$ cat config.mk
export PLATFORM = sky130hd
export DESIGN_NAME = codec_init_sequencer
export DESIGN_NICKNAME = d
export VERILOG_FILES = /design/src/rtl/codec_init_sequencer.sv
export SDC_FILE = /design/constraint.sdc
export NUM_CORES = 1
export LEC_CHECK = 0
export CORE_AREA = 3 3 65 67
export CTS_CLUSTER_DIAMETER = 80
export CTS_CLUSTER_SIZE = 20
export DETAILED_ROUTE_END_ITERATION = 6
export DIE_AREA = 0 0 68 70
export PLACE_DENSITY = 0.77
export SLEW_MARGIN = 20
export SYNTH_ARGS = -nofsm -noshare
export SYNTH_HDL_FRONTEND = slang
export SYNTH_SLANG_ARGS = --single-unit
$ cat constraint.sdc
create_clock -name i_clk -period 2.3 [get_ports i_clk]
set_clock_uncertainty 0.1 [all_clocks]
set_input_delay 0.46 -clock i_clk [delete_from_list [all_inputs] [get_ports i_clk]]
set_output_delay 0.46 -clock i_clk [all_outputs]
set_load 0.02 [all_outputs]
$ cat src/rtl/codec_init_sequencer.sv
// rtl/codec_init_sequencer.sv - codec power-up register sequencer over the I2C write engine
//
// Walks a fixed table of 16-bit codec register words, issuing one I2C write
// per word with NACK retry, WAIT_BUSY/WAIT_DONE timeouts and a fixed
// inter-transfer gap. Reports done or fail.
//
// Ports:
//   i_clk          clock, rising edge
//   i_reset_n      asynchronous active-low reset
//   i_start        start request, sampled only in IDLE/DONE/FAIL
//   i_i2c_ready    engine idle (1) / transfer in progress (0)
//   i_i2c_error    NACK flag, valid when i_i2c_ready returns high
//   o_i2c_subaddr  first byte {reg_addr[6:0], reg_data[8]}
//   o_i2c_data     second byte reg_data[7:0]
//   o_i2c_write    one-cycle write request
//   o_busy         sequence in progress
//   o_done         all entries acknowledged (held)
//   o_fail         entry exhausted retries or timed out (held)
//   o_reg_index    current / failing table index
module codec_init_sequencer #(
  parameter int NUM_REGS       = 11,
  parameter int RETRY_MAX      = 3,
  parameter int GAP_CYCLES     = 8,
  parameter int TIMEOUT_CYCLES = 4096
) (
  input  logic       i_clk,
  input  logic       i_reset_n,
  input  logic       i_start,
  input  logic       i_i2c_ready,
  input  logic       i_i2c_error,
  output logic [7:0] o_i2c_subaddr,
  output logic [7:0] o_i2c_data,
  output logic       o_i2c_write,
  output logic       o_busy,
  output logic       o_done,
  output logic       o_fail,
  output logic [3:0] o_reg_index
);

  localparam int CW = $clog2(TIMEOUT_CYCLES + 1);
  localparam int RW = $clog2(RETRY_MAX + 1);

  localparam logic [3:0]    LAST_IDX  = 4'(NUM_REGS - 1);
  localparam logic [CW-1:0] BUSY_LAST = CW'(3);
  localparam logic [CW-1:0] GAP_LAST  = CW'(GAP_CYCLES - 1);
  localparam logic [CW-1:0] TMO_LAST  = CW'(TIMEOUT_CYCLES - 1);
  localparam logic [RW-1:0] RETRY_LIM = RW'(RETRY_MAX);

  typedef enum logic [3:0] {
    S_IDLE,
    S_LOAD,
    S_ISSUE,
    S_WAIT_BUSY,
    S_WAIT_DONE,
    S_CHECK,
    S_GAP,
    S_DONE,
    S_FAIL
  } state_t;

  state_t        r_state;
  state_t        w_next;
  logic [3:0]    r_index;
  logic [RW-1:0] r_retry;
  logic [CW-1:0] r_cnt;
  logic          r_err;
  logic          r_tmo;
  logic [15:0]   w_word;

  function automatic logic [15:0] table_word(input logic [3:0] idx);
    case (idx)
      4'd0:    table_word = 16'h1E00;
      4'd1:    table_word = 16'h0017;
      4'd2:    table_word = 16'h0217;
      4'd3:    table_word = 16'h047F;
      4'd4:    table_word = 16'h067F;
      4'd5:    table_word = 16'h0812;
      4'd6:    table_word = 16'h0A00;
      4'd7:    table_word = 16'h0C00;
      4'd8:    table_word = 16'h0E02;
      4'd9:    table_word = 16'h1000;
      4'd10:   table_word = 16'h1201;
      default: table_word = 16'h0000;
    endcase
  endfunction

  always_ff @(posedge i_clk or negedge i_reset_n) begin
    if (!i_reset_n) r_state <= S_IDLE;
    else            r_state <= w_next;
  end

  always_comb begin
    w_next = r_state;
    case (r_state)
      S_IDLE, S_DONE, S_FAIL: if (i_start) w_next = S_LOAD;
      S_LOAD:                 if (i_i2c_ready) w_next = S_ISSUE;
      S_ISSUE:                w_next = S_WAIT_BUSY;
      S_WAIT_BUSY: begin
        if (!i_i2c_ready)           w_next = S_WAIT_DONE;
        else if (r_cnt == BUSY_LAST) w_next = S_CHECK;
      end
      S_WAIT_DONE:            if (i_i2c_ready || r_cnt == TMO_LAST) w_next = S_CHECK;
      S_CHECK: begin
        // A completion timeout means the bus is wedged; retrying cannot help.
        if (r_tmo || (r_err && r_retry == RETRY_LIM)) w_next = S_FAIL;
        else if (r_err)                                w_next = S_GAP;
        else if (r_index == LAST_IDX)                  w_next = S_DONE;
        else                                           w_next = S_GAP;
      end
      S_GAP:                  if (r_cnt == GAP_LAST) w_next = S_LOAD;
      default:                w_next = S_IDLE;
    endcase
  end

  always_ff @(posedge i_clk or negedge i_reset_n) begin
    if (!i_reset_n) begin
      r_index <= '0;
      r_retry <= '0;
      r_cnt   <= '0;
      r_err   <= 1'b0;
      r_tmo   <= 1'b0;
    end else begin
      case (r_state)
        S_IDLE, S_DONE, S_FAIL: begin
          if (i_start) begin
            r_index <= '0;
            r_retry <= '0;
          end
        end
        S_ISSUE: r_cnt <= '0;
        S_WAIT_BUSY: begin
          if (!i_i2c_ready) begin
            r_cnt <= '0;
          end else if (r_cnt == BUSY_LAST) begin
            // Engine never acknowledged the request: handle like a NACK.
            r_err <= 1'b1;
            r_tmo <= 1'b0;
          end else begin
            r_cnt <= r_cnt + 1'b1;
          end
        end
        S_WAIT_DONE: begin
          if (i_i2c_ready) begin
            r_err <= i_i2c_error;
            r_tmo <= 1'b0;
          end else if (r_cnt == TMO_LAST) begin
            r_err <= 1'b1;
            r_tmo <= 1'b1;
          end else begin
            r_cnt <= r_cnt + 1'b1;
          end
        end
        S_CHECK: begin
          r_cnt <= '0;
          if (!r_tmo) begin
            if (r_err) begin
              if (r_retry < RETRY_LIM) r_retry <= r_retry + 1'b1;
            end else if (r_index != LAST_IDX) begin
              r_index <= r_index + 4'd1;
              r_retry <= '0;
            end
          end
        end
        S_GAP: if (r_cnt != GAP_LAST) r_cnt <= r_cnt + 1'b1;
        default: ;
      endcase
    end
  end

  assign w_word        = table_word(r_index);
  assign o_busy        = r_state inside {S_LOAD, S_ISSUE, S_WAIT_BUSY, S_WAIT_DONE, S_CHECK, S_GAP};
  assign o_i2c_write   = (r_state == S_ISSUE);
  assign o_done        = (r_state == S_DONE);
  assign o_fail        = (r_state == S_FAIL);
  assign o_reg_index   = r_index;
  // Bytes are only presented while a sequence runs so that reset/idle drive zeros.
  assign o_i2c_subaddr = o_busy ? w_word[15:8] : 8'h00;
  assign o_i2c_data    = o_busy ? w_word[7:0]  : 8'h00;

endmodule
==> results.cfg, run 1 <==
[synth]
synthesized_area_per_cell_um2 = 8.26
syn_area_um2 = 1960
postSynth.asyncResetShare = 1.00
synth_enable_flop_cells = 0
seq_area_frac_synth = 0.319
post-synth-top-area-fraction = 0.319
synth-warning-count = 0
synth_top_flop_cell = sky130_fd_sc_hd__dfrtp_1
postSynthRegisterBits = 25
synthDominantAreaCellType = sky130_fd_sc_hd__dfrtp_1
netlist_instances = 237
synthDistinctLibCells = 50
synth_top_cells_by_area = sky130_fd_sc_hd__dfrtp_1, sky130_fd_sc_hd__nor2_1, sky130_fd_sc_hd__ha_1

[cts]
cts-root-buf = sky130_fd_sc_hd__clkbuf_8
cts.sink_count = 25
cts.hold.buffers_added = 0
ctsHtreeMaxLevel = 1
cts_buffer_depth = 2
clock_latency_ps = 270
clk_pin_slew_worst_paths_ps = 90
cts_buffers = 3
cts_tree = built

[sta]
time_the_worst_path_needs_with_i_o_delays_and_setup_ps = 2310
achievable_freq_mhz = 434
slew_violations = 0
final_min_period_over_clock_period = 1.00
finalSetupViolCount = 1
postLayoutSetupSlackWorst_ps = -5.91
grt_setup_unrepaired = true
final-hold-violation-count = 0

[route]
routed_wire_length_per_instance_um = 14.4
routed-via-count = 1903
ant_nets = 0
drc = 0
post_drt_via_cell_ratio = 5.73
detailedRoute.firstPassIterationCount = 5
drt_iter0_drc = 77
detail_route.wirelength_um = 4780

[cells_and_area]
final_common_cell = sky130_fd_sc_hd__buf_4
stdcell_count = 332
most-common-layout-cells = sky130_fd_sc_hd__buf_4, sky130_fd_sc_hd__nor2_1, sky130_fd_sc_hd__dfrtp_1
drive_gt1_frac = 0.243
finish.net_count = 297
num_antenna_cells = 0
final_util = 0.679
layout-area-overhead-vs-synth_pct = 28.0
layout.filler_cells = 315
fin_area_um2 = 2510

[placed_design]
dpl-instance-area_um2 = 2440
dp_worst_setup_slack_ps = -280
io_buffer_count = 23
post-dp-hpwl_um = 3620
placed_cells_incl_taps = 327
globalplace.congestion = 0.880

[setup_path]
cp_cell_sequence = a31o_2 > or2_4 > buf_12 > a2111oi_4 > buf_4
worstPathMaxFanout = 3
worst_setup_path_start_kind = register
worst_path_max_delay_cell = sky130_fd_sc_hd__dfrtp_1
timing.setup.critical_path_class = register to output port
setup.reg_to_reg.worst_slack_ps = 30
cp_data_arrival_time_ps = 1750
ff2ff_path_depth = 6
timing.rr.start = r_state[0]$_DFFE_PN0P_
cpPeakStageDelay_ps = 390
end_kind = output port
cp_data_required_time_ps = 1740
r2r_end = r_state[2]$_DFFE_PN0P_

[hold_path]
worst_min_delay_path_endpoint = r_retry[0]$_DFFE_PN0P_
min_delay_path_depth = 1
worstHoldStart = r_retry[0]$_DFFE_PN0P_
worst_hold_path_type = register to register

[status]
status = complete, but fails checks
failing_checks = negative setup slack

[global_routing]
grt_antenna_before_repair = 0
first_pass_grt_wire_length_um = 7780
grt.overflow.total = 0
gr-usage-all-layers = 0.206
grt_pass1_vias = 1684
grt_start_max_net_pins = 26

[floorplan]
initial_core_util = 0.531
design.portCount = 29
dieHeight_um = 70
fp-row-count = 22
dieArea_um2 = 4760
core_um2 = 3690
floorplan.die.width_um = 68

[power_and_ir_drop]
p_leak_nw = 1.07
maximum_resistive_drop_on_vdd_v = 0.000820
power_per_cell_area_nw_per_um2 = 1160

[flow_run]
cap_viol_max_count = 0
## registers in the layout (all words and copies together), names as in the netlist
signal and cells:
r_cnt 13, o_reg_index 4, r_state 4, r_retry 2, r_err 1, r_tmo 1
## per-layer routing
metal | vias up | GRT usage | part of all wire
met5 | - | 0 | 0
met4 | 0 | 0.0442 | 0.0077
met3 | 4 | 0.0209 | 0.045
met2 | 53 | 0.327 | 0.49
met1 | 887 | 0.300 | 0.46
li1 | 959 | - | -
## cell families (layout without fill, tap and decap cells)
| group | after synthesis | after routing | synth area share |
|---|---|---|---|
| multiplexers | 6 | 6 | 0.0326 |
| adder cells (fa/ha/maj) | 7 | 7 | 0.0447 |
| AO/OA/AOI/OAI | 62 | 62 | 0.225 |
| buffers and inverters | 29 | 72 | 0.0792 |
| flip-flops | 25 | 25 | 0.319 |
| XOR/XNOR | 2 | 2 | 0.00895 |
| AND/OR/NAND/NOR | 105 | 105 | 0.288 |
| other | 1 | 5 | 0.00192 |
## worst max-delay path by stage
| stage | startpoint | to | slack (ps) | depth (start not counted) |
|---|---|---|---|---|
| 6_report | r_state[2]$_DFFE_PN0P_ | o_i2c_data[4] | -6 | 5 |
| 5_1_grt | r_state[2]$_DFFE_PN0P_ | o_i2c_data[4] | -80 | 5 |
| 4_1_cts | r_state[2]$_DFFE_PN0P_ | o_i2c_subaddr[2] | 0.4 | 5 |
| 3_5_place_dp | r_state[2]$_DFFE_PN0P_ | o_i2c_data[4] | -280 | 4 |
| 3_3_place_gp | r_state[2]$_DFFE_PN0P_ | o_i2c_subaddr[1] | -200 | 6 |
| 2_1_floorplan | r_state[3]$_DFFE_PN0P_ | o_i2c_data[5] | -3 | 6 |
## cells in the mapped netlist, types with 5 or more instances
cell and number:
sky130_fd_sc_hd__nor2_1 28, sky130_fd_sc_hd__clkbuf_1 6, sky130_fd_sc_hd__inv_1 9, sky130_fd_sc_hd__ha_1 7
sky130_fd_sc_hd__nand4_1 5, sky130_fd_sc_hd__a32o_1 6, sky130_fd_sc_hd__o21ai_0 13, sky130_fd_sc_hd__buf_4 7
sky130_fd_sc_hd__nand2_1 9, sky130_fd_sc_hd__o211ai_1 10, sky130_fd_sc_hd__a21oi_1 12, sky130_fd_sc_hd__nand3_1 14
sky130_fd_sc_hd__dfrtp_1 25, sky130_fd_sc_hd__nand2b_1 12, sky130_fd_sc_hd__nor3_1 15
## stage by stage
| stage | TNS, ps | hold WS, ps | power (mW) |
|---|---|---|---|
| final | -5.91 | 404 | 2.92 |
| after global routing | -175 | 445 | 3.13 |
| after CTS | 0 | 411 | 2.85 |
| after detailed placement | -2160 | 395 | 2.59 |
| after global placement | -1610 | 373 | 2.56 |
| after floorplan | -7.07 | 64.4 | 1.83 |
## worst max-delay path: cells and delay by family (launching register included)
kind	cells	cell delay (ps)
AO/OA/AOI/OAI	2	490
buffers and inverters	2	340
flip-flops	1	390
AND/OR/NAND/NOR	1	260
## final cells by class
cell class | instances | area, um^2 | area share
Timing Repair Buffer | 59 | 484 | 0.193
Multi-Input combinational cell | 187 | 1250 | 0.500
Clock buffer | 3 | 41.3 | 0.0165
Sequential cell | 25 | 626 | 0.250
Clock inverter | 1 | 7.51 | 0.00300
Tap cell | 48 | 60.1 | 0.0240
Inverter | 9 | 33.8 | 0.0135
## where the power goes
| group | total (mW) | leakage (nW) | switching [mW] | internal [mW] |
|---|---|---|---|---|
| combinational | 2.08 | 0.711 | 1.13 | 0.951 |
| sequential | 0.569 | 0.334 | 0.0561 | 0.513 |
| clock | 0.270 | 0.0217 | 0.147 | 0.123 |
## repair_timing
item                                    CTS  global route
pin swaps                                 2             2
setup buffers                             1             0
endpoints found under the setup margin   15            17
gates resized for setup                  43            23
Note: power is estimated with default switching activity, not from simulation.
==> run 2: changes to the inputs <==
--- a/config.mk
+++ b/config.mk
@@ -10,7 +10,9 @@
 export CTS_CLUSTER_SIZE = 20
 export DETAILED_ROUTE_END_ITERATION = 6
 export DIE_AREA = 0 0 68 70
+export GPL_ROUTABILITY_DRIVEN = 1
 export PLACE_DENSITY = 0.77
+export RECOVER_POWER = 100
 export SLEW_MARGIN = 20
 export SYNTH_ARGS = -nofsm -noshare
 export SYNTH_HDL_FRONTEND = slang
==> results.cfg, run 2 (same netlist as run 1, synthesis figures left out) <==
[route]
detailedRoute.firstPassIterationCount = 4
detail_route.wirelength_um = 4820
wl_met3_um = 225
ant_nets = 0
detail_route.wirelength.met1_um = 2230
routed_wire_length_per_instance_um = 14.5
drc = 0
post_drt_via_cell_ratio = 5.82
routed-via-count = 1933
top_layer_used = met4
detailroute.wirelength.met2_um = 2330
drt_iter0_drc = 79

[sta]
totalNegativeSetupSlack_ps = -2.92
fin_worst_hold_slack_ps = 405
time_the_worst_path_needs_with_i_o_delays_and_setup_ps = 2300
final_min_period_over_clock_period = 1.00
final-hold-violation-count = 0
finalSetupViolCount = 1
max_slew.worst_pin.slew_ps = 1390
slew_violations = 0
grt_setup_unrepaired = true
relative_max_transition_margin = 0.0725
postLayoutSetupSlackWorst_ps = -2.92
achievable_freq_mhz = 434

[status]
failing_checks = negative setup slack
status = complete, but fails checks

[global_routing]
grt_pass1_vias = 1684
first_pass_grt_wire_length_um = 7780
grt.overflow.total = 0
gr-usage-all-layers = 0.206
grt_antenna_before_repair = 0
grt_start_max_net_pins = 26

[power_and_ir_drop]
p_leak_nw = 1.06
seq_power_share = 0.196
power_per_cell_area_nw_per_um2 = 1170
switching_power_mw = 1.33
maximum_resistive_drop_on_vdd_v = 0.000820
intPower_mw = 1.57
p_comb_frac = 0.711
share_clk_of_total_power = 0.093
design_power_total_mw = 2.90
switching_part_of_the_total = 0.459

[cells_and_area]
num_antenna_cells = 0
final_common_cell = sky130_fd_sc_hd__buf_4
regMostFlops = r_cnt
largest_register_ffs = 13
multiInputGateArea_um2 = 1240
finish.net_count = 297
drive_gt1_frac = 0.225
sequential_cell_area_um2 = 626
most-common-layout-cells = sky130_fd_sc_hd__buf_4, sky130_fd_sc_hd__nor2_1, sky130_fd_sc_hd__dfrtp_1
layout-area-overhead-vs-synth_pct = 26.6
layout.filler_cells = 321

[cts]
cts.hold.buffers_added = 0
clk_pin_slew_worst_paths_ps = 100
clock_latency_ps = 270
cts-root-buf = sky130_fd_sc_hd__clkbuf_8
cts_buffers = 3
cts_tree = built
ctsHtreeMaxLevel = 1
cts.sink_count = 25
cts_buffer_depth = 2

[hold_path]
min_delay_path_depth = 1
worstHoldStart = r_retry[0]$_DFFE_PN0P_
worst_hold_path_type = register to register
worst_min_delay_path_endpoint = r_retry[0]$_DFFE_PN0P_

[setup_path]
timing.setup.critical_path_class = register to output port
worstPathMaxFanout = 3
cp_data_required_time_ps = 1740
cp_data_arrival_time_ps = 1740
r2r_end = r_cnt[3]$_DFFE_PN0P_
worst_path_max_delay_cell = sky130_fd_sc_hd__dfrtp_1
setup.reg_to_reg.worst_slack_ps = 10
cp_cell_sequence = a31o_2 > or2_4 > buf_12 > a2111oi_4 > buf_4
cpPeakStageDelay_ps = 390
end_kind = output port
ff2ff_path_depth = 7
timing.rr.start = r_state[0]$_DFFE_PN0P_
worst_setup_path_start_kind = register

[floorplan]
floorplan.die.width_um = 68
initial_core_util = 0.531
dieArea_um2 = 4760
design.portCount = 29
dieHeight_um = 70
core_um2 = 3690
fp-row-count = 22

[placed_design]
globalplace.congestion = 0.880
post-dp-hpwl_um = 3620
io_buffer_count = 23

[flow_run]
cap_viol_max_count = 0
==> run 2: cell types whose count changed in the layout (fill, tap and decap cells not counted), sizes merged <==
cell | previous run | this run
dlygate4sd3 | 0 | 4
buf | 44 | 38
clkbuf | 7 | 13
clkdlybuf4s50 | 8 | 4
==> run 2: repair_timing <==
item                       in CTS  in global routing
pin swaps                       2                  2
setup endpoints to repair      15                 17
setup buffers                   1                  0
gates resized for setup        43                 23
cloned                          0                  0
hold endpoints to repair        0                  0
==> run 2: layout make-up <==
class	instances	area share
clock inverter	1	0.00303
sequential	25	0.252
timing repair buffer	59	0.189
multi-input combinational	187	0.501
clock buffer	3	0.0167
tap	48	0.0242
inverter	9	0.0136
==> run 2: how the worst max path moves through the flow <==
stage | startpoint | depth (start not counted) | slack, ps | end
after floorplan | r_state[3]$_DFFE_PN0P_ | 6 | -3 | o_i2c_data[5]
after global placement | r_state[2]$_DFFE_PN0P_ | 6 | -200 | o_i2c_subaddr[1]
after detailed placement | r_state[2]$_DFFE_PN0P_ | 4 | -280 | o_i2c_data[4]
after CTS | r_state[2]$_DFFE_PN0P_ | 5 | 0.4 | o_i2c_subaddr[2]
after global routing | r_state[2]$_DFFE_PN0P_ | 5 | -80 | o_i2c_data[4]
final | r_state[2]$_DFFE_PN0P_ | 5 | -3 | o_i2c_data[4]
==> run 2: stage by stage <==
step	instances	setup WS (ps)	instance area [um^2]	util
finish	332	-2.92	2480	0.672
global route	332	-78.6	2480	0.672
CTS	332	0.436	2480	0.673
detailed placement	327	-280	2440	0.660
global placement	327	-204	2440	0.660
floorplan	241	-3.10	2010	-
==> run 2: routing by layer <==
metal  vias up  global-route usage
met2        60               0.327
met3         4              0.0209
met4         0              0.0442
met1       909               0.300
li1        960                   -
met5         -                   0
==> run 2: worst max-delay path: cells and delay by family, from the launching register on <==
family	cells	cell delay [ps]
AOI/OAI and AO/OA	2	490
DFF	1	390
buffers and inverters	2	340
and+or+nand+nor	1	260
==> run 2: power by group through the flow <==
| stage | clock network, mW | registers, mW | logic, mW |
|---|---|---|---|
| 6_report | 0.270 | 0.569 | 2.06 |
| 3_5_place_dp | 0 | 0.578 | 2.02 |
| 3_3_place_gp | 0 | 0.574 | 1.98 |
| 5_1_grt | 0.293 | 0.583 | 2.23 |
| 2_1_floorplan | 0 | 0.600 | 1.23 |
| 4_1_cts | 0.276 | 0.569 | 2.00 |
==> run 3: changes to the inputs <==
--- a/config.mk
+++ b/config.mk
@@ -6,6 +6,7 @@
 export NUM_CORES = 1
 export LEC_CHECK = 0
 export CORE_AREA = 3 3 65 67
+export CTS_BUF_LIST = sky130_fd_sc_hd__clkbuf_4 sky130_fd_sc_hd__clkbuf_8 sky130_fd_sc_hd__clkbuf_16
 export CTS_CLUSTER_DIAMETER = 80
 export CTS_CLUSTER_SIZE = 20
 export DETAILED_ROUTE_END_ITERATION = 6
@@ -13,7 +14,6 @@
 export GPL_ROUTABILITY_DRIVEN = 1
 export PLACE_DENSITY = 0.77
 export RECOVER_POWER = 100
-export SLEW_MARGIN = 20
 export SYNTH_ARGS = -nofsm -noshare
 export SYNTH_HDL_FRONTEND = slang
 export SYNTH_SLANG_ARGS = --single-unit
==> results of run 3 <==
Final layout, timing and power as in run 2 (identical DEF).
